`config.mk`:
```
export PLATFORM = sky130hd
export DESIGN_NAME = rsp_s1_prep_ahb_cfg_master_flat
export DESIGN_NICKNAME = d
export VERILOG_FILES = /design/src/rtl/rsp_s1_prep_ahb_cfg_master_pkg.sv /design/src/rtl/rsp_s1_prep_ahb_cfg_master_if.sv /design/src/rtl/rsp_s1_prep_ahb_cfg_master_rr_arb2.sv /design/src/rtl/rsp_s1_prep_ahb_cfg_master.sv /design/src/flat_wrapper.sv
export SDC_FILE = /design/constraint.sdc
export NUM_CORES = 1
export LEC_CHECK = 0
export ABC_AREA = 0
export CAP_MARGIN = 10
export CORE_MARGIN = 2
export CORE_UTILIZATION = 40
export CTS_CLUSTER_SIZE = 30
export DETAILED_ROUTE_END_ITERATION = 10
export MAX_ROUTING_LAYER = met4
export PLACE_DENSITY_LB_ADDON = 0.05
export SLEW_MARGIN = 5
export SYNTH_ARGS = -nofsm -noshare
export SYNTH_HDL_FRONTEND = slang
export SYNTH_HIERARCHICAL = 1
export SYNTH_SLANG_ARGS = --single-unit
```
`constraint.sdc`:
```
create_clock -name hclk -period 4.3 [get_ports hclk]
set_clock_uncertainty 0.2 [all_clocks]
set_input_delay 1.075 -clock hclk [delete_from_list [all_inputs] [get_ports hclk]]
set_output_delay 1.075 -clock hclk [all_outputs]
set_load 0.005 [all_outputs]
```
`src/rtl/rsp_s1_prep_ahb_cfg_master_pkg.sv`:
```
// Shared AHB-Lite encodings, FSM state and requester id types for the
// S1 prep AHB configuration master.
package rsp_s1_prep_ahb_pkg;

  localparam logic [1:0] HTRANS_IDLE   = 2'b00;
  localparam logic [1:0] HTRANS_NONSEQ = 2'b10;
  localparam logic [2:0] HSIZE_WORD    = 3'b010;
  localparam logic [2:0] HBURST_SINGLE = 3'b000;
  localparam logic [1:0] HRESP_OKAY    = 2'b00;
  localparam logic [1:0] HRESP_ERROR   = 2'b01;

  typedef enum logic [2:0] {
    ST_IDLE  = 3'd0,
    ST_ADDR  = 3'd1,
    ST_DATA  = 3'd2,
    ST_BADCH = 3'd3,
    ST_DRAIN = 3'd4
  } state_t;

  typedef enum logic {
    REQ_A = 1'b0,
    REQ_B = 1'b1
  } req_id_t;

  function automatic req_id_t other_req(input req_id_t id);
    return (id == REQ_A) ? REQ_B : REQ_A;
  endfunction

endpackage

```
`src/rtl/rsp_s1_prep_ahb_cfg_master_if.sv`:
```
// AHB-Lite bus bundle between the configuration master and the S1 prep
// channel mux slave port.
interface rsp_s1_prep_ahb_cfg_master_if #(
  parameter int AW = 32,
  parameter int DW = 32
);
  logic          hsel;
  logic [1:0]    htrans;
  logic [AW-1:0] haddr;
  logic [2:0]    hburst;
  logic [2:0]    hsize;
  logic          hwrite;
  logic [DW-1:0] hwdata;
  logic          hreadyin;
  logic [DW-1:0] hrdata;
  logic [1:0]    hresp;
  logic          hready;

  modport master (
    output hsel, htrans, haddr, hburst, hsize, hwrite, hwdata, hreadyin,
    input  hrdata, hresp, hready
  );

  modport slave (
    input  hsel, htrans, haddr, hburst, hsize, hwrite, hwdata, hreadyin,
    output hrdata, hresp, hready
  );
endinterface

```
`src/rtl/rsp_s1_prep_ahb_cfg_master_rr_arb2.sv`:
```
// Two-input round-robin arbiter. The pointer names the side that wins a
// tie; after every grant it moves to the side that did not win.
module rsp_s1_prep_rr_arb2
  import rsp_s1_prep_ahb_pkg::*;
(
  input  logic hclk,
  input  logic hresetn,
  input  logic en,
  input  logic req_a,
  input  logic req_b,
  output logic gnt_a,
  output logic gnt_b
);

  req_id_t ptr_q;

  // Grants are combinational and only offered while the master can accept.
  always_comb begin
    gnt_a = en && req_a && (!req_b || (ptr_q == REQ_A));
    gnt_b = en && req_b && (!req_a || (ptr_q == REQ_B));
  end

  // Pointer advances away from the winner on every handshake.
  always_ff @(posedge hclk or negedge hresetn) begin
    if (!hresetn) begin
      ptr_q <= REQ_A;
    end else if (gnt_a) begin
      ptr_q <= other_req(REQ_A);
    end else if (gnt_b) begin
      ptr_q <= other_req(REQ_B);
    end
  end

endmodule

```
`src/rtl/rsp_s1_prep_ahb_cfg_master.sv`:
```
// AHB-Lite single-master configuration controller for the S1 prep channel
// mux. Two requesters (A: host bridge, B: auto-loader) are arbitrated
// round-robin; each command becomes one SINGLE/NONSEQ word transfer.
//
// Requester handshake: a command transfers on a cycle where req_x_valid
// and req_x_ready are both high. ready is combinational, only offered in
// IDLE and only to the arbitration winner. A requester holding valid
// without ready keeps its command fields stable. rsp_x_valid is a
// one-cycle pulse with no back-pressure.
//
// Optional build macro RSP_S1_PREP_CFG_TIMEOUT_EN adds a wait-state
// watchdog (TO_CYCLES) with an error response and a DRAIN recovery state.
module rsp_s1_prep_ahb_cfg_master
  import rsp_s1_prep_ahb_pkg::*;
#(
  parameter int                N_CH      = 7,
  parameter int                AHB_DW    = 32,
  parameter int                AHB_AW    = 32,
  parameter logic [AHB_AW-1:0] CH_BASE   = '0,
  parameter int                CH_LOG2   = 10,
  parameter int                TO_CYCLES = 256
) (
  input  logic              hclk,
  input  logic              hresetn,
  input  logic              req_a_valid,
  output logic              req_a_ready,
  input  logic [2:0]        req_a_ch,
  input  logic [9:0]        req_a_ofs,
  input  logic              req_a_write,
  input  logic [AHB_DW-1:0] req_a_wdata,
  output logic              rsp_a_valid,
  output logic [AHB_DW-1:0] rsp_a_rdata,
  output logic              rsp_a_err,
  input  logic              req_b_valid,
  output logic              req_b_ready,
  input  logic [2:0]        req_b_ch,
  input  logic [9:0]        req_b_ofs,
  input  logic              req_b_write,
  input  logic [AHB_DW-1:0] req_b_wdata,
  output logic              rsp_b_valid,
  output logic [AHB_DW-1:0] rsp_b_rdata,
  output logic              rsp_b_err,
  output logic              busy,
  output state_t            dbg_state,
  rsp_s1_prep_ahb_cfg_master_if.master bus
);

  state_t            state_q, state_d;
  req_id_t           owner_q;
  logic [2:0]        cmd_ch_q;
  logic [7:0]        cmd_wofs_q;
  logic              cmd_write_q;
  logic [AHB_DW-1:0] cmd_wdata_q;
  logic              rsp_valid_q;
  logic              rsp_err_q;
  logic [AHB_DW-1:0] rsp_rdata_q;

  logic              arb_en, gnt_a, gnt_b, accept;
  logic [2:0]        acc_ch;
  logic [7:0]        acc_wofs;
  logic              acc_write;
  logic [AHB_DW-1:0] acc_wdata;
  logic              acc_bad;
  logic [AHB_AW-1:0] cmd_addr;
  logic              timeout;
  logic              drain_addr;
  logic              unused_bits;

  assign arb_en      = (state_q == ST_IDLE);
  assign req_a_ready = gnt_a;
  assign req_b_ready = gnt_b;
  assign accept      = gnt_a || gnt_b;
  assign dbg_state   = state_q;
  assign unused_bits = ^{req_a_ofs[1:0], req_b_ofs[1:0], bus.hresp[1]};

  rsp_s1_prep_rr_arb2 u_arb (
    .hclk    (hclk),
    .hresetn (hresetn),
    .en      (arb_en),
    .req_a   (req_a_valid),
    .req_b   (req_b_valid),
    .gnt_a   (gnt_a),
    .gnt_b   (gnt_b)
  );

  // Select the winning requester's command; byte lanes of the offset are dropped.
  always_comb begin
    if (gnt_b) begin
      acc_ch    = req_b_ch;
      acc_wofs  = req_b_ofs[9:2];
      acc_write = req_b_write;
      acc_wdata = req_b_wdata;
    end else begin
      acc_ch    = req_a_ch;
      acc_wofs  = req_a_ofs[9:2];
      acc_write = req_a_write;
      acc_wdata = req_a_wdata;
    end
  end

  assign acc_bad  = (int'(acc_ch) >= N_CH);
  assign cmd_addr = CH_BASE + (AHB_AW'(cmd_ch_q) << CH_LOG2) + AHB_AW'({cmd_wofs_q, 2'b00});

`ifdef RSP_S1_PREP_CFG_TIMEOUT_EN
  localparam int TO_W = $clog2(TO_CYCLES + 1);

  logic [TO_W-1:0] to_cnt_q;
  logic            drain_addr_q;
  logic            waiting;

  assign waiting    = ((state_q == ST_ADDR) || (state_q == ST_DATA)) && !bus.hready;
  assign timeout    = waiting && (int'(to_cnt_q) == TO_CYCLES - 1);
  assign drain_addr = drain_addr_q;

  // Count consecutive wait cycles of the live transfer; any progress clears it.
  always_ff @(posedge hclk or negedge hresetn) begin
    if (!hresetn) begin
      to_cnt_q <= '0;
    end else if (waiting && !timeout) begin
      to_cnt_q <= to_cnt_q + TO_W'(1);
    end else begin
      to_cnt_q <= '0;
    end
  end

  // Remember whether the abandoned transfer still owes its address phase.
  always_ff @(posedge hclk or negedge hresetn) begin
    if (!hresetn) begin
      drain_addr_q <= 1'b0;
    end else if (timeout) begin
      drain_addr_q <= (state_q == ST_ADDR);
    end else if ((state_q == ST_DRAIN) && bus.hready) begin
      drain_addr_q <= 1'b0;
    end
  end
`else
  logic unused_to_cycles;

  assign timeout          = 1'b0;
  assign drain_addr       = 1'b0;
  assign unused_to_cycles = ^TO_CYCLES;
`endif

  // State register.
  always_ff @(posedge hclk or negedge hresetn) begin
    if (!hresetn) begin
      state_q <= ST_IDLE;
    end else begin
      state_q <= state_d;
    end
  end

  // Next-state logic.
  always_comb begin
    state_d = state_q;
    case (state_q)
      ST_IDLE: begin
        if (accept) begin
          state_d = acc_bad ? ST_BADCH : ST_ADDR;
        end
      end
      ST_BADCH: state_d = ST_IDLE;
      ST_ADDR: begin
        if (timeout) begin
          state_d = ST_DRAIN;
        end else if (bus.hready) begin
          state_d = ST_DATA;
        end
      end
      ST_DATA: begin
        if (timeout) begin
          state_d = ST_DRAIN;
        end else if (bus.hready) begin
          state_d = ST_IDLE;
        end
      end
      ST_DRAIN: begin
        if (!drain_addr && bus.hready) begin
          state_d = ST_IDLE;
        end
      end
      default: state_d = ST_IDLE;
    endcase
  end

  // AHB and status outputs decoded from the current state.
  always_comb begin
    bus.hsel     = 1'b0;
    bus.htrans   = HTRANS_IDLE;
    bus.haddr    = '0;
    bus.hwrite   = 1'b0;
    bus.hwdata   = '0;
    bus.hburst   = HBURST_SINGLE;
    bus.hsize    = HSIZE_WORD;
    bus.hreadyin = bus.hready;
    busy         = (state_q != ST_IDLE);
    if ((state_q == ST_ADDR) || ((state_q == ST_DRAIN) && drain_addr)) begin
      bus.hsel   = 1'b1;
      bus.htrans = HTRANS_NONSEQ;
      bus.haddr  = cmd_addr;
      bus.hwrite = cmd_write_q;
    end
    if ((state_q == ST_DATA) || ((state_q == ST_DRAIN) && !drain_addr)) begin
      bus.hwdata = cmd_wdata_q;
    end
  end

  // Capture the accepted command and who owns it.
  always_ff @(posedge hclk or negedge hresetn) begin
    if (!hresetn) begin
      owner_q     <= REQ_A;
      cmd_ch_q    <= '0;
      cmd_wofs_q  <= '0;
      cmd_write_q <= 1'b0;
      cmd_wdata_q <= '0;
    end else if (accept) begin
      owner_q     <= gnt_b ? REQ_B : REQ_A;
      cmd_ch_q    <= acc_ch;
      cmd_wofs_q  <= acc_wofs;
      cmd_write_q <= acc_write;
      cmd_wdata_q <= acc_wdata;
    end
  end

  // Build the one-cycle response pulse for the owner of the command.
  always_ff @(posedge hclk or negedge hresetn) begin
    if (!hresetn) begin
      rsp_valid_q <= 1'b0;
      rsp_err_q   <= 1'b0;
      rsp_rdata_q <= '0;
    end else begin
      rsp_valid_q <= 1'b0;
      rsp_err_q   <= 1'b0;
      rsp_rdata_q <= '0;
      if (accept && acc_bad) begin
        rsp_valid_q <= 1'b1;
        rsp_err_q   <= 1'b1;
      end else if (timeout) begin
        rsp_valid_q <= 1'b1;
        rsp_err_q   <= 1'b1;
      end else if ((state_q == ST_DATA) && bus.hready) begin
        rsp_valid_q <= 1'b1;
        rsp_err_q   <= bus.hresp[0];
        rsp_rdata_q <= cmd_write_q ? '0 : bus.hrdata;
      end
    end
  end

  // Route the response to its owner only.
  always_comb begin
    rsp_a_valid = rsp_valid_q && (owner_q == REQ_A);
    rsp_b_valid = rsp_valid_q && (owner_q == REQ_B);
    rsp_a_err   = rsp_a_valid && rsp_err_q;
    rsp_b_err   = rsp_b_valid && rsp_err_q;
    rsp_a_rdata = rsp_a_valid ? rsp_rdata_q : '0;
    rsp_b_rdata = rsp_b_valid ? rsp_rdata_q : '0;
  end

endmodule

```
`src/flat_wrapper.sv`:
```
// flat-port wrapper written by rule: the top's interface ports become plain ports
module rsp_s1_prep_ahb_cfg_master_flat import rsp_s1_prep_ahb_pkg::*;
#(
  parameter int                N_CH      = 7,
  parameter int                AHB_DW    = 32,
  parameter int                AHB_AW    = 32,
  parameter logic [AHB_AW-1:0] CH_BASE   = '0,
  parameter int                CH_LOG2   = 10,
  parameter int                TO_CYCLES = 256
)
  (hclk, hresetn, req_a_valid, req_a_ready, req_a_ch, req_a_ofs, req_a_write, req_a_wdata, rsp_a_valid, rsp_a_rdata, rsp_a_err, req_b_valid, req_b_ready, req_b_ch, req_b_ofs, req_b_write, req_b_wdata, rsp_b_valid, rsp_b_rdata, rsp_b_err, busy, dbg_state, bus_hsel, bus_htrans, bus_haddr, bus_hburst, bus_hsize, bus_hwrite, bus_hwdata, bus_hreadyin, bus_hrdata, bus_hresp, bus_hready);
  rsp_s1_prep_ahb_cfg_master_if bus_i ();
  input  logic hclk;
  input  logic hresetn;
  input  logic req_a_valid;
  output logic req_a_ready;
  input  logic [2:0] req_a_ch;
  input  logic [9:0] req_a_ofs;
  input  logic req_a_write;
  input  logic [AHB_DW-1:0] req_a_wdata;
  output logic rsp_a_valid;
  output logic [AHB_DW-1:0] rsp_a_rdata;
  output logic rsp_a_err;
  input  logic req_b_valid;
  output logic req_b_ready;
  input  logic [2:0] req_b_ch;
  input  logic [9:0] req_b_ofs;
  input  logic req_b_write;
  input  logic [AHB_DW-1:0] req_b_wdata;
  output logic rsp_b_valid;
  output logic [AHB_DW-1:0] rsp_b_rdata;
  output logic rsp_b_err;
  output logic busy;
  output state_t dbg_state;
  output wire logic [$bits(bus_i.hsel)-1:0] bus_hsel;
  output wire logic [$bits(bus_i.htrans)-1:0] bus_htrans;
  output wire logic [$bits(bus_i.haddr)-1:0] bus_haddr;
  output wire logic [$bits(bus_i.hburst)-1:0] bus_hburst;
  output wire logic [$bits(bus_i.hsize)-1:0] bus_hsize;
  output wire logic [$bits(bus_i.hwrite)-1:0] bus_hwrite;
  output wire logic [$bits(bus_i.hwdata)-1:0] bus_hwdata;
  output wire logic [$bits(bus_i.hreadyin)-1:0] bus_hreadyin;
  input wire logic [$bits(bus_i.hrdata)-1:0] bus_hrdata;
  input wire logic [$bits(bus_i.hresp)-1:0] bus_hresp;
  input wire logic [$bits(bus_i.hready)-1:0] bus_hready;
  assign bus_hsel = bus_i.hsel;
  assign bus_htrans = bus_i.htrans;
  assign bus_haddr = bus_i.haddr;
  assign bus_hburst = bus_i.hburst;
  assign bus_hsize = bus_i.hsize;
  assign bus_hwrite = bus_i.hwrite;
  assign bus_hwdata = bus_i.hwdata;
  assign bus_hreadyin = bus_i.hreadyin;
  assign bus_i.hrdata = bus_hrdata;
  assign bus_i.hresp = bus_hresp;
  assign bus_i.hready = bus_hready;
  rsp_s1_prep_ahb_cfg_master #(.N_CH(N_CH), .AHB_DW(AHB_DW), .AHB_AW(AHB_AW), .CH_BASE(CH_BASE), .CH_LOG2(CH_LOG2), .TO_CYCLES(TO_CYCLES)) u_core (.hclk(hclk), .hresetn(hresetn), .req_a_valid(req_a_valid), .req_a_ready(req_a_ready), .req_a_ch(req_a_ch), .req_a_ofs(req_a_ofs), .req_a_write(req_a_write), .req_a_wdata(req_a_wdata), .rsp_a_valid(rsp_a_valid), .rsp_a_rdata(rsp_a_rdata), .rsp_a_err(rsp_a_err), .req_b_valid(req_b_valid), .req_b_ready(req_b_ready), .req_b_ch(req_b_ch), .req_b_ofs(req_b_ofs), .req_b_write(req_b_write), .req_b_wdata(req_b_wdata), .rsp_b_valid(rsp_b_valid), .rsp_b_rdata(rsp_b_rdata), .rsp_b_err(rsp_b_err), .busy(busy), .dbg_state(dbg_state), .bus(bus_i));
endmodule
```
# == Word level (Yosys, flattened, before mapping) ==
# Index checks and enable logic that the tools add are counted.
# W data, S select, Z words.
# classes
n_eq_ne,6
mul,0
muxes,26
addsub,1
order_cmp,1
reduce_logical,21
bitwise_logic,2
div,0
shifts,0
# ops
operator,count
$mux W32,8
$add A13 B10 Y14,1
$mux W3,4
$logic_and A1 B1 Y1,10
$mux W1,10
$pmux W3 S3,1
$mux W8,1
$logic_or A1 B1 Y1,4
$mux W2,2
$ne A2 B1 Y1 const B,2
$eq A3 B1 Y1 const B,1
$eq A3 B2 Y1 const B,1
$eq A3 B3 Y1 const B,1
$ge A3 B3 Y1 const B,1
$logic_not A3 Y1,1
$reduce_and A3 Y1,1
$reduce_bool A3 Y1,1
$logic_not A1 Y1,2
$ne A2 B2 Y1 const B,1
$not A1 Y1,2
$reduce_bool A2 Y1,1
$reduce_or A2 Y1,1
# word_totals
memories,0
in_bits,131
output_inout_bits,149
romBits,0
latchBits,0
mem_bits_rw,0
reg_bits,83

# == Depth between registers and ports, before layout ==
# Gate-level depths: netlist of the first run.
# logic_depth
word_depth,8
depth_mapped,8
mapped_depth_nobuf,6

# == Hierarchy ==
# The synthesis of the first run kept the hierarchy.
# by_module_without_submodules
mod,area_each_um2,cells_each,instances
rsp_s1_prep_ahb_cfg_master,4256.6,440,1
rsp_s1_prep_rr_arb2,61.3,8,1

# == Worst setup path after synthesis of the first run ==
# Ideal clock, no wire load.
# synth_timing
path_kind,input port to output port
start,input port req_a_valid
end,output port req_a_ready
n_path_buf,0
stages,2
path_slack_ns,1.621
arrival_ns,1.404
cell_sequence,nand2_1 -> a21oi_1
# synth_via
elab_chain_cells,2
# synth_rtl
item,line,rtl
"start, declared",flat_wrapper.sv:15,input logic req_a_valid;
$logic_and A1 B1 Y1 (2 in series),rsp_s1_prep_ahb_cfg_master_rr_arb2.sv:19,gnt_a = en && req_a && (!req_b || (ptr_q == REQ_A));
"end, declared",flat_wrapper.sv:16,output logic req_a_ready;
# No other way between the ends.

# == Worst setup path after layout of the first run ==
# Same ends and word-level chain as after synthesis.

==> results of run 1 <==
[cells in the final DEF, fill, tap and decap left out]
cell type,count
sky130_fd_sc_hd__o21ai_0,44
sky130_fd_sc_hd__buf_4,8
sky130_fd_sc_hd__nor3_1,1
sky130_fd_sc_hd__clkbuf_8,9
sky130_fd_sc_hd__conb_1,29
sky130_fd_sc_hd__a21oi_1,1
sky130_fd_sc_hd__and2b_1,1
sky130_fd_sc_hd__and3_1,34
sky130_fd_sc_hd__and2_1,110
sky130_fd_sc_hd__clkbuf_1,2
sky130_fd_sc_hd__nand4bb_1,1
sky130_fd_sc_hd__mux2i_1,44
sky130_fd_sc_hd__and4_1,1
sky130_fd_sc_hd__inv_1,3
sky130_fd_sc_hd__a21o_1,1
sky130_fd_sc_hd__nor2b_1,3
sky130_fd_sc_hd__nand2_1,49
sky130_fd_sc_hd__dfrtp_1,82
sky130_fd_sc_hd__a21oi_4,2
sky130_fd_sc_hd__and4b_1,1
sky130_fd_sc_hd__bufinv_16,3
sky130_fd_sc_hd__a221oi_1,1
sky130_fd_sc_hd__nor2_1,1
sky130_fd_sc_hd__nand3_1,1
sky130_fd_sc_hd__clkdlybuf4s50_1,244
sky130_fd_sc_hd__a211oi_2,1
sky130_fd_sc_hd__a21oi_2,1
sky130_fd_sc_hd__a211oi_1,1
[logic make-up after synthesis]
| kind of cell | synth area share |
|---|---|
| AO/OA/AOI/OAI | 0.06491 |
| flip-flops | 0.4752 |
| other | 0.001739 |
| AND/OR/NAND/NOR | 0.2675 |
| multiplexers | 0.1020 |
| buffers and inverters | 0.08867 |
[per-stage QoR]
step,total power [mW],hold WS (ps),cells,utilization
final,3.185,361.9,815,0.6686
after global routing,3.424,393.5,815,0.6686
after CTS,3.232,367.6,815,0.6686
after detailed placement,2.577,349.2,801,0.6473
after global placement,2.530,337.3,801,0.6473
after floorplan,1.898,316.8,475,-
[state kept, by name, indices dropped and copies added, names as in the netlist]
signal	count
u_core/cmd_ch_q	3
u_core/cmd_wdata_q	32
u_core/cmd_wofs_q	8
u_core/cmd_write_q	1
u_core/dbg_state	2
u_core/owner_q	1
u_core/rsp_err_q	1
u_core/rsp_rdata_q	32
u_core/rsp_valid_q	1
u_core/u_arb/ptr_q	1
[path summary, 6_finish.rpt]
kind | from | depth (start not counted) | to | slack, ps
max in group asynchronous | hresetn | 1 | u_core/cmd_wdata_q[6]$_DFFE_PN0P_ | 2510
max | req_a_valid | 4 | req_a_ready | 600
max reg2reg | u_core/dbg_state[0]$_DFFE_PN0P_ | 8 | u_core/rsp_rdata_q[15]$_DFF_PN0_ | 1350
min in group asynchronous | hresetn | 1 | u_core/cmd_wofs_q[7]$_DFFE_PN0P_ | 690
min | u_core/cmd_wdata_q[13]$_DFFE_PN0P_ | 2 | u_core/cmd_wdata_q[13]$_DFFE_PN0P_ | 360
min reg2reg | u_core/cmd_wdata_q[13]$_DFFE_PN0P_ | 2 | u_core/cmd_wdata_q[13]$_DFFE_PN0P_ | 360
[power groups by stage]
stage | Combinational (mW) | Clock, mW | Sequential [mW]
3_3_place_gp | 1.35 | 0 | 1.18
2_1_floorplan | 0.748 | 0 | 1.15
4_1_cts | 1.39 | 0.663 | 1.18
6_report | 1.36 | 0.639 | 1.18
3_5_place_dp | 1.38 | 0 | 1.19
5_1_grt | 1.52 | 0.690 | 1.22
[layer usage]
| layer | vias to the layer above | GRT usage |
|---|---|---|
| met2 | 159 | 0.3765 |
| met1 | 1784 | 0.2534 |
| li1 | 1861 | - |
| met4 | 0 | 0.07967 |
| met3 | 16 | 0.04419 |
| met5 | - | - |
[layout make-up]
type                       instances  area, µm²  area share
timing repair buffer             252       2502      0.3593
tap                              136      170.2     0.02443
sequential                        82       2052      0.2946
inverter                           3      11.26    0.001617
clock buffer                      11      131.4     0.01886
clock inverter                     3      90.09     0.01294
multi-input combinational        328       2007      0.2882
[worst min-delay path, cell delays in order (launching register included)]
cell and delay, ps:
sky130_fd_sc_hd__dfrtp_1 340, sky130_fd_sc_hd__mux2i_1 60, sky130_fd_sc_hd__o21ai_0 120
==> impl_metrics.yaml, run 1 <==
status:
  run_status: "completed"
route:
  met3_length_um: 817
  final_wirelength_um: 12310
  route.detailed.wl_per_inst_um: 15.11
  highest-signal-layer: "met4"
  routed_metal_1_wirelength_um: 4930
  final_antenna_net_count: 0
  drc: 0
  met2RoutedLength_um: 6324
  drt_pre_antenna_iters: 4
  num_vias: 3820
  detail_route.vias_per_cell: 4.687
  detail_route.iter0.violations: 210
worst_setup_path:
  end_kind: "output port"
  crit_path_top_delay_cell: "sky130_fd_sc_hd__clkdlybuf4s50_1"
  cp_common_cell: "sky130_fd_sc_hd__clkdlybuf4s50_1"
  crit_family: "buffers and inverters"
  path_buf_inv: 2
  cp.arrival_ps: 2420
  timing.critical_path.slowest_cell_delay_ps: 530
  cp_data_required_time_ps: 3020
  critical_path_class: "in2out"
  kind_of_start_point_of_the_critical_path: "input pin"
  critical_path.max_fanout: 2
  timing.critical_path.cells: "clkdlybuf4s50_1, nand2_1, a21oi_4, clkdlybuf4s50_1"
pwr:
  power.share.sequential: 0.371
  internal_pwr_total_mw: 2.155
  irDropWorstVdd_mv: 0.2280
  power_leakage_nw: 3.026
  power_per_cell_area_nw_per_um2: 457.3
  switching_power_mw: 1.030
  sw_frac_of_total: 0.3233
  combPwrFrac: 0.428
  share_clk_of_total_power: 0.201
synth:
  synth_area_per_cell_um2: 9.638
  post_synth_main_area_contributors: "sky130_fd_sc_hd__dfrtp_1 (48%), sky130_fd_sc_hd__and2_1 (16%), sky130_fd_sc_hd__mux2i_1 (10%)"
  synthFlopType: "sky130_fd_sc_hd__dfrtp_1"
  synth.ff_latch_count: 82
  post_synthesis_async_set_or_reset_flop_share: 1.000
  synth-seq-area-share: 0.4752
  synth.cell_area_um2: 4318
  synth_edf_count: 0
  yosysUniqueCellTypes: 26
  count_of_warnings_emitted_by_yosys: 6
  post-synth-top-area-fraction: 0.4752
  synthMostInstantiatedCell: "sky130_fd_sc_hd__and2_1"
  syn_inst: 448
  ys_top_cells_by_count: "sky130_fd_sc_hd__and2_1 (110), sky130_fd_sc_hd__dfrtp_1 (82), sky130_fd_sc_hd__nand2_1 (49), sky130_fd_sc_hd__mux2i_1 (44), sky130_fd_sc_hd__o21ai_0 (44)"
  post_synthesis_cell_type_with_the_largest_combined_area: "sky130_fd_sc_hd__dfrtp_1"
sta:
  rsz0062_at_grt: "false"
  final.setup.worst_slack_ps: 600.5
  finalCritPeriodShare: 0.8604
  final-hold-violation-count: 0
  slew_headroom: 0.3085
  worst_pin_slew_ps: 1037
  report.final.slew_viol_count: 0
  fin_tns_setup_ps: 0
  timing.final.crit_period_ps: 3700
  achievable-frequency_ghz: 0.2703
  setup_viol_count_final: 0
clock_tree:
  clkSinkCount: 82
  max-clock-path-buffers: 2
  path_clk_slew_ps: 70
  cts_tree: "yes"
  h_tree_levels: 3
  cts-resized-gates: 0
  worstSkewPairLatency_ps: 340
  cts_root_buf: "sky130_fd_sc_hd__clkbuf_8"
  cts_buffers: 9
  post-cts-setup-buffer-count: 0
  postCtsHoldBufs: 0
place:
  gp_routability_congestion: 0.8380
  buffer_ports.inserted: 245
  detailed_place.area_um2: 6743
  pre_cts_slack_ps: 514.2
  dpl.hpwl_um: 9062
floorplan:
  start_util: 0.4145
  design.die.area_um2: 11640
  die_height_um: 107.9
  num_io_pins: 280
  core_region_area_um2: 10420
  rows: 37
  die_w_um: 107.9
hold_path:
  holdCritPathClass: "reg2reg"
final_layout:
  insertedDiodeCount: 0
  post-route-cell-area_um2: 6964
  filler_instances: 846
  flow.area_growth_from_synthesis_pct: 61.29
  final_layout_size_suffix_gt1_frac: 0.03535
  final_nets: 807
global_routing:
  grt_antenna_before_repair: 0
  grt_remaining_overflow: 0
  grt_pass1_vias: 3865
  grt_pass1_wl_um: 19180
  grt_use_total: 0.2188
  grt_max_degree: 93
flow_run:
  cap_viol_max_count: 0
Note: power is estimated with default switching activity, not from simulation.
==> inputs of run 2 (changes only) <==
--- a/config.mk
+++ b/config.mk
@@ -8,11 +8,12 @@
 export ABC_AREA = 0
 export CAP_MARGIN = 10
 export CORE_MARGIN = 2
-export CORE_UTILIZATION = 40
+export CORE_UTILIZATION = 30
 export CTS_CLUSTER_SIZE = 30
 export DETAILED_ROUTE_END_ITERATION = 10
 export MAX_ROUTING_LAYER = met4
 export PLACE_DENSITY_LB_ADDON = 0.05
+export SETUP_SLACK_MARGIN = 0.02
 export SLEW_MARGIN = 5
 export SYNTH_ARGS = -nofsm -noshare
 export SYNTH_HDL_FRONTEND = slang
==> impl_metrics.yaml, run 2 (same netlist as run 1, synthesis figures left out) <==
status:
  run_status: "completed"
worst_setup_path:
  crit_path_top_delay_cell: "sky130_fd_sc_hd__clkdlybuf4s50_1"
  cp_data_required_time_ps: 3020
  kind_of_start_point_of_the_critical_path: "input pin"
  end_kind: "output port"
  cp.arrival_ps: 2390
  critical_path.max_fanout: 2
  cp_common_cell: "sky130_fd_sc_hd__clkdlybuf4s50_1"
  crit_family: "buffers and inverters"
  timing.critical_path.slowest_cell_delay_ps: 520
  path_buf_inv: 2
  timing.critical_path.cells: "clkdlybuf4s50_1, nand2_1, a21oi_4, clkdlybuf4s50_1"
  critical_path_class: "in2out"
clock_tree:
  cts_tree: "yes"
  cts_root_buf: "sky130_fd_sc_hd__clkbuf_16"
  path_clk_slew_ps: 60
  worstSkewPairLatency_ps: 330
  max-clock-path-buffers: 2
  cts_buffers: 9
  h_tree_levels: 3
  postCtsHoldBufs: 0
  post-cts-setup-buffer-count: 0
  clkSinkCount: 82
  cts-resized-gates: 0
global_routing:
  grt_remaining_overflow: 0
  grt_use_total: 0.1653
  grt_max_degree: 93
  grt_antenna_before_repair: 0
  grt_pass1_wl_um: 18860
  grt_pass1_vias: 3626
final_layout:
  most-common-layout-cells: "sky130_fd_sc_hd__clkdlybuf4s50_1 (244), sky130_fd_sc_hd__and2_1 (110), sky130_fd_sc_hd__dfrtp_1 (82)"
  insertedDiodeCount: 0
  layout.cells.most_common: "sky130_fd_sc_hd__clkdlybuf4s50_1"
  filler_instances: 1344
  layout.cells.non_filler: 860
  flow.area_growth_from_synthesis_pct: 64.16
  final_cell_utilization_of_the_core: 0.5067
  final_layout_size_suffix_gt1_frac: 0.03971
  reg.largest.list: "u_core/cmd_wdata_q (32), u_core/rsp_rdata_q (32), u_core/cmd_wofs_q (8)"
  final_nets: 807
sta:
  timing.final.crit_period_ps: 3668
  report.final.slew_viol_count: 0
  slew_headroom: 0.2972
  final.setup.worst_slack_ps: 631.5
  setup_viol_count_final: 0
  fin_tns_setup_ps: 0
  final-hold-violation-count: 0
  achievable-frequency_ghz: 0.2726
  finalCritPeriodShare: 0.8531
  rsz0062_at_grt: "false"
  whs_ps: 362.4
  worst_pin_slew_ps: 1054
floorplan:
  die_height_um: 124.0
  num_io_pins: 280
  die_w_um: 124.0
  start_util: 0.3087
  design.die.area_um2: 15370
  core_region_area_um2: 13990
  rows: 43
route:
  num_vias: 3770
  route.detailed.wl_per_inst_um: 14.73
  drc: 0
  drt_pre_antenna_iters: 4
  final_wirelength_um: 12670
  detail_route.vias_per_cell: 4.384
  detail_route.iter0.violations: 175
  final_antenna_net_count: 0
place:
  pre_cts_slack_ps: 506.4
  gp_routability_congestion: 0.7591
  buffer_ports.inserted: 245
  dpl.hpwl_um: 8969
  place_inst: 845
pwr:
  power_leakage_nw: 3.064
  power_per_cell_area_nw_per_um2: 463.8
  irDropWorstVdd_mv: 0.1953
hold_path:
  holdCritPathClass: "reg2reg"
flow_run:
  cap_viol_max_count: 0
-- run 2: path summary, 6_finish.rpt --
check                                                         from                            endpoint  slack [ps]  cells after the start
worst max register to register     u_core/dbg_state[0]$_DFFE_PN0P_    u_core/rsp_rdata_q[26]$_DFF_PN0_        1400                      8
worst min register to register  u_core/cmd_wdata_q[30]$_DFFE_PN0P_  u_core/cmd_wdata_q[30]$_DFFE_PN0P_         360                      2
min in group asynchronous                                  hresetn    u_core/rsp_rdata_q[10]$_DFF_PN0_         730                      1
worst max-delay path                                   req_a_valid                         req_a_ready         630                      4
max in group asynchronous                                  hresetn  u_core/cmd_wdata_q[21]$_DFFE_PN0P_        2500                      1
worst min-delay path            u_core/cmd_wdata_q[30]$_DFFE_PN0P_  u_core/cmd_wdata_q[30]$_DFFE_PN0P_         360                      2
-- run 2: metal layers --
| layer | track usage | vias to the layer above | wire length, µm |
|---|---|---|---|
| met3 | 0.04350 | 18 | 1120 |
| li1 | - | 1862 | - |
| met1 | 0.1998 | 1714 | 5369 |
| met2 | 0.2641 | 176 | 5911 |
| met4 | 0.06671 | 0 | 268 |
| met5 | - | - | 0 |
-- run 2: layout make-up --
| cell class | instances | area, µm² | area share |
|---|---|---|---|
| timing repair buffer | 252 | 2502 | 0.3530 |
| multi-input combinational | 328 | 2007 | 0.2831 |
| sequential | 82 | 2052 | 0.2895 |
| tap | 180 | 225.2 | 0.03177 |
| clock buffer | 13 | 280.3 | 0.03954 |
| inverter | 3 | 11.26 | 0.001589 |
| clock inverter | 2 | 10.01 | 0.001412 |
-- run 2: stage by stage --
step	cell area (µm²)	power, mW
after floorplan	4419	1.898
after global placement	6798	2.545
after detailed placement	6798	2.575
after CTS	7088	3.343
after global routing	7088	3.543
final	7088	3.287
-- run 2: worst reg2reg max path: cells and delay by family, from the launching register on --
family	cells	cell delay, ps
AOI/OAI and AO/OA	2	340
and+or+nand+nor	4	920
buffers and inverters	2	930
DFF	1	440
-- run 2: where the power goes --
group	internal [mW]	switching, mW	leakage [nW]
sequential	1.04	0.139	1.05
combinational	0.734	0.629	1.86
clock	0.449	0.294	0.147
==> inputs of run 3 (changes only) <==
--- a/config.mk
+++ b/config.mk
@@ -6,13 +6,14 @@
 export NUM_CORES = 1
 export LEC_CHECK = 0
 export ABC_AREA = 0
+export ABC_CLOCK_PERIOD_IN_PS = 4500
 export CAP_MARGIN = 10
 export CORE_MARGIN = 2
 export CORE_UTILIZATION = 30
 export CTS_CLUSTER_SIZE = 30
 export DETAILED_ROUTE_END_ITERATION = 10
 export MAX_ROUTING_LAYER = met4
-export PLACE_DENSITY_LB_ADDON = 0.05
+export PLACE_DENSITY_LB_ADDON = 0.2
 export SETUP_SLACK_MARGIN = 0.02
 export SLEW_MARGIN = 5
 export SYNTH_ARGS = -nofsm -noshare
==> constraint.sdc (replaced) <==
create_clock -name hclk -period 4.5 [get_ports hclk]
set_clock_uncertainty 0.2 [all_clocks]
set_input_delay 1.125 -clock hclk [delete_from_list [all_inputs] [get_ports hclk]]
set_output_delay 1.125 -clock hclk [all_outputs]
set_load 0.005 [all_outputs]
==> impl_metrics.yaml, run 3 (same netlist as run 1, synthesis figures left out) <==
clock_tree:
  h_tree_levels: 3
  clkSinkCount: 82
  path_clk_slew_ps: 60
  worstSkewPairLatency_ps: 330
  cts_tree: "yes"
  max-clock-path-buffers: 2
  post-cts-setup-buffer-count: 0
  cts-resized-gates: 0
  cts_root_buf: "sky130_fd_sc_hd__clkbuf_16"
  cts_buffers: 9
  postCtsHoldBufs: 0
global_routing:
  grt_use_total: 0.1658
  grt_remaining_overflow: 0
  grt_antenna_before_repair: 0
  grt_max_degree: 93
  grt_pass1_vias: 3723
  grt_pass1_wl_um: 18930
flow_run:
  cap_viol_max_count: 0
worst_setup_path:
  kind_of_start_point_of_the_critical_path: "input pin"
  end_kind: "output port"
  worst_r2r_startpoint: "u_core/dbg_state[1]$_DFFE_PN0P_"
  critical_path_class: "in2out"
  cp_data_required_time_ps: 3170
  critPathLaunch: "req_b_valid"
  cp.arrival_ps: 2460
  critical_path.max_fanout: 3
place:
  buffer_ports.inserted: 245
  dpl.hpwl_um: 9041
  detailed_place.area_um2: 6815
  gp_routability_congestion: 0.7716
route:
  detail_route.vias_per_cell: 4.456
  drt_pre_antenna_iters: 4
  detail_route.iter0.violations: 140
  drc: 0
  route.detailed.wl_per_inst_um: 14.66
  num_vias: 3837
  final_wirelength_um: 12620
  final_antenna_net_count: 0
sta:
  achievable-frequency_ghz: 0.2639
  setup_viol_count_final: 0
  report.final.slew_viol_count: 0
  final-hold-violation-count: 0
  rsz0062_at_grt: "false"
  worst_pin_slew_ps: 1074
  fin_tns_setup_ps: 0
  finalCritPeriodShare: 0.8420
  timing.final.crit_period_ps: 3789
  slew_headroom: 0.2843
hold_path:
  hp-start: "u_core/cmd_wofs_q[0]$_DFFE_PN0P_"
  holdCritPathClass: "reg2reg"
floorplan:
  num_io_pins: 280
  start_util: 0.3087
  core_region_area_um2: 13990
  rows: 43
  die_height_um: 124.0
  die_w_um: 124.0
  design.die.area_um2: 15370
final_layout:
  most-common-layout-cells: "sky130_fd_sc_hd__clkdlybuf4s50_1 (244), sky130_fd_sc_hd__and2_1 (110), sky130_fd_sc_hd__dfrtp_1 (82)"
  layout.cells.most_common: "sky130_fd_sc_hd__clkdlybuf4s50_1"
  insertedDiodeCount: 0
  final_layout_size_suffix_gt1_frac: 0.04258
  reg.largest.list: "u_core/cmd_wdata_q (32), u_core/rsp_rdata_q (32), u_core/cmd_wofs_q (8)"
  final_nets: 808
  flow.area_growth_from_synthesis_pct: 63.87
  post-route-cell-area_um2: 7076
pwr:
  power_leakage_nw: 3.049
  irDropWorstVdd_mv: 0.2649
  power_per_cell_area_nw_per_um2: 439.1
status:
  run_status: "completed"
run 3: final cells by class:
type	count	area (µm²)
well taps	180	225.2
repair buffers	253	2510
fillers	1274	6913
multi-input cells	328	2017
inverters	3	11.26
clock buffers	9	225.2
clock inverters	6	35.03
flip-flops and latches	82	2052
run 3: metrics by stage:
stage               utilization  hold WS [ps]  setup WS (ps)  power, mW  std cells
floorplan                     -         316.8           1721      1.814        475
global placement         0.4872         337.4          654.2      2.429        846
detailed placement       0.4872         352.0          563.5      2.468        846
CTS                      0.5058         364.9          708.6      3.152        861
global route             0.5058         384.8          663.6      3.349        861
finish                   0.5058         355.4          711.1      3.107        861
run 3: path summary, 6_finish.rpt:
path	slack, ps	depth (start not counted)	to
max in group asynchronous	2610	1	u_core/rsp_rdata_q[23]$_DFF_PN0_
setup reg to reg	1470	8	u_core/rsp_rdata_q[30]$_DFF_PN0_
hold reg to reg	360	2	u_core/cmd_wofs_q[0]$_DFFE_PN0P_
setup / recovery	710	4	req_b_ready
min in group asynchronous	770	1	u_core/cmd_wdata_q[7]$_DFFE_PN0P_
hold / removal	360	2	u_core/cmd_wofs_q[0]$_DFFE_PN0P_
run 3: worst max-delay path, stage by stage:
cell and delay (ps):
sky130_fd_sc_hd__clkdlybuf4s50_1 550, sky130_fd_sc_hd__nand2_1 120, sky130_fd_sc_hd__a21oi_4 150, sky130_fd_sc_hd__clkdlybuf4s50_1 520
run 3: metal layers:
layer / part of all wire / GRT usage / vias up
met5: 0 / - / -
met4: 0.016 / 0.05688 / 0
met3: 0.10 / 0.05037 / 15
met2: 0.48 / 0.2761 / 183
met1: 0.40 / 0.1907 / 1776
li1: - / - / 1863
run 3: power by group:
| part | total (mW) | switching [mW] | internal, mW |
|---|---|---|---|
| registers | 1.13 | 0.139 | 0.996 |
| logic | 1.31 | 0.607 | 0.704 |
| clock network | 0.661 | 0.295 | 0.366 |
| total | 3.11 | 1.04 | 2.07 |
